`config.mk`:
```
export PLATFORM = sky130hd
export DESIGN_NAME = ninjin_ddr_port_flat
export DESIGN_NICKNAME = d
export VERILOG_FILES = /design/src/rtl/ninjin_ddr_port_if.sv /design/src/rtl/ninjin_ddr_port.sv /design/src/flat_wrapper.sv
export SDC_FILE = /design/constraint.sdc
export NUM_CORES = 1
export LEC_CHECK = 0
export CORE_MARGIN = 10
export CORE_UTILIZATION = 49
export DETAILED_ROUTE_END_ITERATION = 6
export PLACE_DENSITY_LB_ADDON = 0.25
export SETUP_SLACK_MARGIN = 0.2
export SLEW_MARGIN = 20
export SYNTH_ARGS = -nofsm -noshare
export SYNTH_HDL_FRONTEND = slang
export SYNTH_SLANG_ARGS = --single-unit
```
`constraint.sdc`:
```
create_clock -name clk -period 3.8 [get_ports clk]
set_input_delay 0.57 -clock clk [delete_from_list [all_inputs] [get_ports clk]]
set_output_delay 0.57 -clock clk [all_outputs]
set_load 0.005 [all_outputs]
```
`src/rtl/ninjin_ddr_port_if.sv`:
```
// Burst request, buffer-side and memory-side signals of the ninjin DDR port.
// The slave modport is the port itself; master is the environment (buffer + memory).
interface ninjin_ddr_port_if #(
    parameter int WORDSIZE = 32,
    parameter int LSB      = 2,
    parameter int LWIDTH   = 12,
    parameter int BWIDTH   = 32
);
    logic                    ddr_req;
    logic                    ddr_mode;
    logic [WORDSIZE+LSB-1:0] ddr_base;
    logic [LWIDTH-1:0]       ddr_len;
    logic                    ddr_busy;
    logic                    ddr_we;
    logic [WORDSIZE-1:0]     ddr_waddr;
    logic [BWIDTH-1:0]       ddr_wdata;
    logic [WORDSIZE-1:0]     ddr_raddr;
    logic [BWIDTH-1:0]       ddr_rdata;
    logic [WORDSIZE+LSB-1:0] m_addr;
    logic                    m_rd;
    logic                    m_wr;
    logic [BWIDTH-1:0]       m_wdata;
    logic                    m_ready;
    logic                    m_rvalid;
    logic [BWIDTH-1:0]       m_rdata;

    modport slave (
        input  ddr_req, ddr_mode, ddr_base, ddr_len, ddr_rdata, m_ready, m_rvalid, m_rdata,
        output ddr_busy, ddr_we, ddr_waddr, ddr_wdata, ddr_raddr, m_addr, m_rd, m_wr, m_wdata
    );

    modport master (
        output ddr_req, ddr_mode, ddr_base, ddr_len, ddr_rdata, m_ready, m_rvalid, m_rdata,
        input  ddr_busy, ddr_we, ddr_waddr, ddr_wdata, ddr_raddr, m_addr, m_rd, m_wr, m_wdata
    );
endinterface

```
`src/rtl/ninjin_ddr_port.sv`:
```
// DDR-side burst responder: READ fills the buffer from memory, WRITE drains the
// buffer to memory through a small FIFO. All outputs come straight from registers.
module ninjin_ddr_port #(
    parameter int WORDSIZE        = 32,
    parameter int LSB             = 2,
    parameter int LWIDTH          = 12,
    parameter int BWIDTH          = 32,
    parameter int MAX_OUTSTANDING = 4,
    parameter int WFIFO_DEPTH     = 4
) (
    input logic             clk,
    input logic             rst,
    ninjin_ddr_port_if.slave bus
);
    localparam int AW = WORDSIZE + LSB;
    localparam int OW = $clog2(MAX_OUTSTANDING + 1);
    localparam int PW = $clog2(WFIFO_DEPTH);
    localparam int CW = $clog2(WFIFO_DEPTH + 1);

    typedef enum logic [1:0] {IDLE, READ, WRITE, DONE} state_t;

    state_t              state_q, state_d;
    logic [AW-1:0]       base_q, base_d;
    logic [LWIDTH-1:0]   len_q, len_d;
    logic [LWIDTH-1:0]   issue_q, issue_d, recv_q, recv_d;
    logic [LWIDTH-1:0]   rdc_q, rdc_d, wrc_q, wrc_d;
    logic [OW-1:0]       outst_q, outst_d;
    logic                rdv_q, rdv_d;  // buffer read address presented this cycle
    logic                cap_q, cap_d;  // buffer read data valid this cycle
    logic [PW-1:0]       wp_q, wp_d, rp_q, rp_d;
    logic [CW-1:0]       cnt_q, cnt_d;
    logic [BWIDTH-1:0]   fifo_q [WFIFO_DEPTH];

    logic                busy_q, busy_d, we_q, we_d, mrd_q, mrd_d, mwr_q, mwr_d;
    logic [WORDSIZE-1:0] waddr_q, waddr_d, raddr_q, raddr_d;
    logic [BWIDTH-1:0]   wdata_q, wdata_d, mwdata_q, mwdata_d;
    logic [AW-1:0]       maddr_q, maddr_d;

    logic                accept, ret, push, pop;
    logic [LWIDTH-1:0]   issue_n, wrc_n;
    logic [CW-1:0]       cnt_n;
    logic [PW-1:0]       rp_n;
    logic [WORDSIZE-1:0] base_word;

    assign base_word = base_q[AW-1:LSB];

    always_comb begin
        state_d  = state_q;
        base_d   = base_q;
        len_d    = len_q;
        issue_d  = issue_q;
        recv_d   = recv_q;
        rdc_d    = rdc_q;
        wrc_d    = wrc_q;
        outst_d  = outst_q;
        rdv_d    = 1'b0;
        cap_d    = 1'b0;
        wp_d     = wp_q;
        rp_d     = rp_q;
        cnt_d    = cnt_q;
        busy_d   = busy_q;
        we_d     = 1'b0;
        waddr_d  = '0;
        wdata_d  = '0;
        raddr_d  = '0;
        maddr_d  = '0;
        mrd_d    = 1'b0;
        mwr_d    = 1'b0;
        mwdata_d = '0;
        accept   = 1'b0;
        ret      = 1'b0;
        push     = 1'b0;
        pop      = 1'b0;
        issue_n  = issue_q;
        wrc_n    = wrc_q;
        cnt_n    = cnt_q;
        rp_n     = rp_q;

        case (state_q)
            IDLE: begin
                if (bus.ddr_req) begin
                    base_d  = bus.ddr_base;
                    len_d   = bus.ddr_len;
                    busy_d  = 1'b1;
                    issue_d = '0;
                    recv_d  = '0;
                    rdc_d   = '0;
                    wrc_d   = '0;
                    outst_d = '0;
                    wp_d    = '0;
                    rp_d    = '0;
                    cnt_d   = '0;
                    if (bus.ddr_len == '0) state_d = DONE;
                    else                   state_d = bus.ddr_mode ? WRITE : READ;
                end
            end
            READ: begin
                accept  = mrd_q & bus.m_ready;
                // A return with nothing outstanding is stale traffic from before a reset.
                ret     = bus.m_rvalid && (outst_q != '0);
                issue_n = issue_q + LWIDTH'(accept);
                issue_d = issue_n;
                outst_d = outst_q + OW'(accept) - OW'(ret);
                if (ret) begin
                    we_d    = 1'b1;
                    waddr_d = base_word + WORDSIZE'(recv_q);
                    wdata_d = bus.m_rdata;
                    recv_d  = recv_q + LWIDTH'(1);
                end
                if (mrd_q && !bus.m_ready) begin
                    mrd_d   = 1'b1;
                    maddr_d = maddr_q;
                end else if (issue_n < len_q && outst_d < OW'(MAX_OUTSTANDING)) begin
                    mrd_d   = 1'b1;
                    maddr_d = base_q + (AW'(issue_n) << LSB);
                end
                if (recv_d == len_q) state_d = DONE;
            end
            WRITE: begin
                pop   = mwr_q & bus.m_ready;
                push  = cap_q;
                wrc_n = wrc_q + LWIDTH'(pop);
                wrc_d = wrc_n;
                rp_n  = rp_q + PW'(pop);
                rp_d  = rp_n;
                if (push) wp_d = wp_q + PW'(1);
                cnt_n = cnt_q + CW'(push) - CW'(pop);
                cnt_d = cnt_n;
                // Head is presented from the register stage; bypass when the FIFO was empty.
                if (cnt_n != '0) begin
                    mwr_d    = 1'b1;
                    mwdata_d = ((cnt_q - CW'(pop)) == '0) ? bus.ddr_rdata : fifo_q[rp_n];
                    maddr_d  = base_q + (AW'(wrc_n) << LSB);
                end
                cap_d = rdv_q;
                if (rdc_q < len_q && (int'(cnt_n) + int'(rdv_q)) < WFIFO_DEPTH) begin
                    rdv_d   = 1'b1;
                    raddr_d = base_word + WORDSIZE'(rdc_q);
                    rdc_d   = rdc_q + LWIDTH'(1);
                end
                if (wrc_n == len_q) state_d = DONE;
            end
            DONE: begin
                busy_d  = 1'b0;
                state_d = IDLE;
            end
            default: state_d = IDLE;
        endcase
    end

    always_ff @(posedge clk) begin
        if (rst) begin
            state_q  <= IDLE;
            base_q   <= '0;
            len_q    <= '0;
            issue_q  <= '0;
            recv_q   <= '0;
            rdc_q    <= '0;
            wrc_q    <= '0;
            outst_q  <= '0;
            rdv_q    <= 1'b0;
            cap_q    <= 1'b0;
            wp_q     <= '0;
            rp_q     <= '0;
            cnt_q    <= '0;
            busy_q   <= 1'b0;
            we_q     <= 1'b0;
            waddr_q  <= '0;
            wdata_q  <= '0;
            raddr_q  <= '0;
            maddr_q  <= '0;
            mrd_q    <= 1'b0;
            mwr_q    <= 1'b0;
            mwdata_q <= '0;
        end else begin
            state_q  <= state_d;
            base_q   <= base_d;
            len_q    <= len_d;
            issue_q  <= issue_d;
            recv_q   <= recv_d;
            rdc_q    <= rdc_d;
            wrc_q    <= wrc_d;
            outst_q  <= outst_d;
            rdv_q    <= rdv_d;
            cap_q    <= cap_d;
            wp_q     <= wp_d;
            rp_q     <= rp_d;
            cnt_q    <= cnt_d;
            busy_q   <= busy_d;
            we_q     <= we_d;
            waddr_q  <= waddr_d;
            wdata_q  <= wdata_d;
            raddr_q  <= raddr_d;
            maddr_q  <= maddr_d;
            mrd_q    <= mrd_d;
            mwr_q    <= mwr_d;
            mwdata_q <= mwdata_d;
        end
    end

    always_ff @(posedge clk) begin
        if (push) fifo_q[wp_q] <= bus.ddr_rdata;
    end

    assign bus.ddr_busy  = busy_q;
    assign bus.ddr_we    = we_q;
    assign bus.ddr_waddr = waddr_q;
    assign bus.ddr_wdata = wdata_q;
    assign bus.ddr_raddr = raddr_q;
    assign bus.m_addr    = maddr_q;
    assign bus.m_rd      = mrd_q;
    assign bus.m_wr      = mwr_q;
    assign bus.m_wdata   = mwdata_q;
endmodule

```
`src/flat_wrapper.sv`:
```
// flat-port wrapper written by rule: the top's interface ports become plain ports
module ninjin_ddr_port_flat 
#(
    parameter int WORDSIZE        = 32,
    parameter int LSB             = 2,
    parameter int LWIDTH          = 12,
    parameter int BWIDTH          = 32,
    parameter int MAX_OUTSTANDING = 4,
    parameter int WFIFO_DEPTH     = 4
)
  (clk, rst, bus_ddr_req, bus_ddr_mode, bus_ddr_base, bus_ddr_len, bus_ddr_rdata, bus_m_ready, bus_m_rvalid, bus_m_rdata, bus_ddr_busy, bus_ddr_we, bus_ddr_waddr, bus_ddr_wdata, bus_ddr_raddr, bus_m_addr, bus_m_rd, bus_m_wr, bus_m_wdata);
  ninjin_ddr_port_if #(.WORDSIZE(WORDSIZE), .LSB(LSB), .LWIDTH(LWIDTH), .BWIDTH(BWIDTH)) bus_i ();
  input logic clk;
  input logic rst;
  input wire logic [$bits(bus_i.ddr_req)-1:0] bus_ddr_req;
  input wire logic [$bits(bus_i.ddr_mode)-1:0] bus_ddr_mode;
  input wire logic [$bits(bus_i.ddr_base)-1:0] bus_ddr_base;
  input wire logic [$bits(bus_i.ddr_len)-1:0] bus_ddr_len;
  input wire logic [$bits(bus_i.ddr_rdata)-1:0] bus_ddr_rdata;
  input wire logic [$bits(bus_i.m_ready)-1:0] bus_m_ready;
  input wire logic [$bits(bus_i.m_rvalid)-1:0] bus_m_rvalid;
  input wire logic [$bits(bus_i.m_rdata)-1:0] bus_m_rdata;
  output wire logic [$bits(bus_i.ddr_busy)-1:0] bus_ddr_busy;
  output wire logic [$bits(bus_i.ddr_we)-1:0] bus_ddr_we;
  output wire logic [$bits(bus_i.ddr_waddr)-1:0] bus_ddr_waddr;
  output wire logic [$bits(bus_i.ddr_wdata)-1:0] bus_ddr_wdata;
  output wire logic [$bits(bus_i.ddr_raddr)-1:0] bus_ddr_raddr;
  output wire logic [$bits(bus_i.m_addr)-1:0] bus_m_addr;
  output wire logic [$bits(bus_i.m_rd)-1:0] bus_m_rd;
  output wire logic [$bits(bus_i.m_wr)-1:0] bus_m_wr;
  output wire logic [$bits(bus_i.m_wdata)-1:0] bus_m_wdata;
  assign bus_i.ddr_req = bus_ddr_req;
  assign bus_i.ddr_mode = bus_ddr_mode;
  assign bus_i.ddr_base = bus_ddr_base;
  assign bus_i.ddr_len = bus_ddr_len;
  assign bus_i.ddr_rdata = bus_ddr_rdata;
  assign bus_i.m_ready = bus_m_ready;
  assign bus_i.m_rvalid = bus_m_rvalid;
  assign bus_i.m_rdata = bus_m_rdata;
  assign bus_ddr_busy = bus_i.ddr_busy;
  assign bus_ddr_we = bus_i.ddr_we;
  assign bus_ddr_waddr = bus_i.ddr_waddr;
  assign bus_ddr_wdata = bus_i.ddr_wdata;
  assign bus_ddr_raddr = bus_i.ddr_raddr;
  assign bus_m_addr = bus_i.m_addr;
  assign bus_m_rd = bus_i.m_rd;
  assign bus_m_wr = bus_i.m_wr;
  assign bus_m_wdata = bus_i.m_wdata;
  ninjin_ddr_port #(.WORDSIZE(WORDSIZE), .LSB(LSB), .LWIDTH(LWIDTH), .BWIDTH(BWIDTH), .MAX_OUTSTANDING(MAX_OUTSTANDING), .WFIFO_DEPTH(WFIFO_DEPTH)) u_core (.clk(clk), .rst(rst), .bus(bus_i));
endmodule
```
==> flow_summary.toml <==
[status]
status = "finished, final reports clean"

[cells_and_area]
stdcell_area_mm2 = 0.0253
syn2layout_area_growth_pct = 32.9
fin_cells = 2880
final_nets = 2542
drive_gt1_frac = 0.146
nFillCells = 3050
final_cell_mix = "clkdlybuf4s50_1, dfxtp_1, nand2_1"
final_common_cell = "clkdlybuf4s50_1"
antennaDiodeCount = 0

[pwr]
leakage_nw = 9.56
intPower_mw = 7.97
p_seq_frac = 0.433
switching_power_mw = 3.20
p_sw_frac = 0.286
comb_power_share = 0.179
irDropWorstVdd_v = 0.000365
clkPwrFrac = 0.388
p_per_area_mw_per_mm2 = 442

[worst_setup_path]
worst-endpoint-required_ns = 4.29
rr_worst_depth = 16
critPathSlowestCell = "or4b_1"
crit_path_end_kind = "flip-flop"
path_cells = "and2_4, ha_4, ha_4, and3_4, and3_4, and3_4, nand3_2, xnor2_2, ha_1, a21oi_1, o22ai_2, a2111oi_4, o21a_2, a22oi_2, or4b_1, a21oi_2"
cpMostUsedCell = "and3_4"
cp_data_arrival_time_ns = 4.10
slowest_delay_ns = 0.50
cp-start-kind = "flip-flop"
worstPathMaxFanout = 4
path_class = "reg2reg"

[yosys]
synth-edff-count = 128
ys_seq_area_frac = 0.491
synth_ff_type = "dfxtp_1"
ys_ff_latch = 402
ys_warn_count = 0
synth_adder_area_share = 0.0662
synth.largest_area_cell = "dfxtp_1"
synth-compound-area-share = 0.142
synth_area_leaders = "dfxtp_1, edfxtp_1, ha_1"
syn_area_mm2 = 0.0190
avgSynthCellArea_um2 = 9.74
synthSimpleGateAreaFrac = 0.168
yosysTopAreaCellShare = 0.289
synthDistinctLibCells = 79
synthXorXnorAreaFrac = 0.0561
synth_cells = 1951
yosys-mux-area-fraction = 0.0412
synth_nets = 2164
synth_top_family_by_area = "simple AND/OR/NAND/NOR gates"
async_reset_ff_frac = 0

[global_route]
antenna_found_initial = 0
gr-usage-all-layers = 0.247
grt_pass1_wl_um = 92600
grt_pass1_vias = 16402
grt_max_degree = 68
grt-ovfl-total = 0

[floorplanning]
num_io_pins = 282
initial_core_util = 0.494
fp.dieW_um = 217
die_y_um = 217
core_mm2 = 0.0385
dieArea_mm2 = 0.0471
rows = 72

[sta]
min_period_over_period = 0.948
slew_headroom = 0.302
tightest_slew_ns = 1.04
min_period_ns = 3.60
grt_setup_unrepaired = "true"
finalHoldViolations = 0
fmaxAchievable_mhz = 277
setup_violations = 0
clock_skew_ns = 0.0227
slew_violations = 0

[clock_network]
cts_tree = "done"
cts_sinks = 402
clockBufferDepth = 3
insertion_delay_ns = 0.57
cts-root-buf = "clkbuf_16"
cts-hold-fix-buffers = 0
cts_made_buffers = 44
path_clk_slew_ns = 0.06
htree_levels = 2

[place]
hpwlAfterDp_um = 43400
io_buffer_count = 281
gp_congestion = 0.929
postPlaceCellArea_mm2 = 0.0234
place_inst = 2791

[drt]
routed_wl_um = 60300
drc = 0
routedWlPerCell_um = 20.9
vias_per_cell = 5.74
vias = 16536
drtIter0Drc = 1352
drtPass1Iterations = 6
antenna_left = 0

[hold_path]
min_path_cells = 2
hp-class = "reg2reg"

[job]
maxCapViolations = 0
==> worst paths after layout <==
kind,startpoint,end,slack [ns]
max,u_core.bus.m_rd,u_core.bus.m_addr[30],0.20
min,u_core.rdv_q,u_core.cap_q,0.44
max reg2reg,u_core.bus.m_rd,u_core.bus.m_addr[30],0.20
min reg2reg,u_core.rdv_q,u_core.cap_q,0.44
==> worst max-delay path: cells and delay by family (launching register included) <==
| kind | cells | cell delay, ns |
|---|---|---|
| AND/OR/NAND/NOR | 6 | 1.30 |
| XOR/XNOR | 1 | 0.16 |
| flip-flops | 1 | 0.33 |
| AO/OA/AOI/OAI | 6 | 1.15 |
| adder cells (fa/ha/maj) | 3 | 0.59 |
==> Yosys cell counts (all sizes together) (12+ instances only) <==
| master | n |
|---|---|
| a21o | 18 |
| a21oi | 164 |
| a22oi | 34 |
| a31oi | 17 |
| and2 | 46 |
| and3 | 37 |
| buf | 19 |
| clkbuf | 94 |
| dfxtp | 274 |
| edfxtp | 128 |
| ha | 91 |
| inv | 62 |
| mux4 | 32 |
| nand2 | 258 |
| nand2b | 17 |
| nand3 | 57 |
| nand4 | 17 |
| nor2 | 179 |
| nor3 | 27 |
| nor4 | 13 |
| o211ai | 20 |
| o21a | 12 |
| o21ai | 59 |
| o22ai | 16 |
| xnor2 | 47 |
| xor2 | 73 |
==> layout make-up <==
| type | instances | area (um^2) | share of cell area |
|---|---|---|---|
| timing repair buffer | 445 | 4120 | 0.163 |
| tap | 518 | 648 | 0.0256 |
| multi-input combinational | 1374 | 9460 | 0.374 |
| clock buffer | 62 | 1270 | 0.0503 |
| sequential | 402 | 9330 | 0.369 |
| clock inverter | 17 | 199 | 0.00787 |
| inverter | 62 | 233 | 0.00921 |
==> registers in the layout, indices dropped and copies added (netlist names), 32 cells and up <==
signal                cells
u_core.fifo_q           128
u_core.bus.ddr_waddr     32
u_core.bus.ddr_wdata     32
u_core.bus.ddr_raddr     32
u_core.base_q            34
u_core.bus.m_wdata       32
u_core.bus.m_addr        34
==> cell families (layout without fill, tap and decap cells) <==
group,Yosys count,after routing
AOI/OAI and AO/OA,424,424
xor gates and xnor gates,120,120
adders and majority gates,97,97
buffers and inverters,175,586
DFF,402,402
muxes,38,38
and+or+nand+nor,695,695
==> power by group through the flow <==
| stage | Clock [mW] | Combinational [mW] | Sequential [mW] |
|---|---|---|---|
| final | 4.33 | 2.00 | 4.84 |
| after global routing | 4.57 | 2.18 | 4.85 |
| after CTS | 4.40 | 1.93 | 4.82 |
| after detailed placement | 0 | 1.91 | 4.91 |
| after global placement | 0 | 1.87 | 4.91 |
| after floorplan | 0 | 1.19 | 4.74 |
==> per-layer routing <==
metal / global-route usage / share of wire / vias to the layer above
li1: - / - / 7728
met1: 0.315 / 0.41 / 7993
met2: 0.407 / 0.48 / 706
met3: 0.0612 / 0.089 / 109
met4: 0.0718 / 0.028 / 0
met5: 0 / 0 / -
==> metrics by stage <==
stage | TNS [ns] | setup WS (ns) | util | hold slack [ns] | total power [mW]
floorplan | 0 | 0.127 | - | 0.419 | 5.93
global placement | -21.87 | -0.573 | 0.609 | 0.438 | 6.77
detailed placement | -25.46 | -0.666 | 0.609 | 0.438 | 6.82
CTS | 0 | 0.204 | 0.649 | 0.446 | 11.2
global route | 0 | 0.0604 | 0.657 | 0.464 | 11.6
finish | 0 | 0.196 | 0.657 | 0.441 | 11.2
==> timing repair <==
item | in CTS | in global routing
buffers inserted | 5 | 4
resized for setup | 8 | 53
pin swaps | 7 | 20
endpoints found under the hold margin | 0 | 0
endpoints found under the setup margin | 35 | 38
cloned | 0 | 1
No activity file was read; power rests on OpenSTA's default activity.
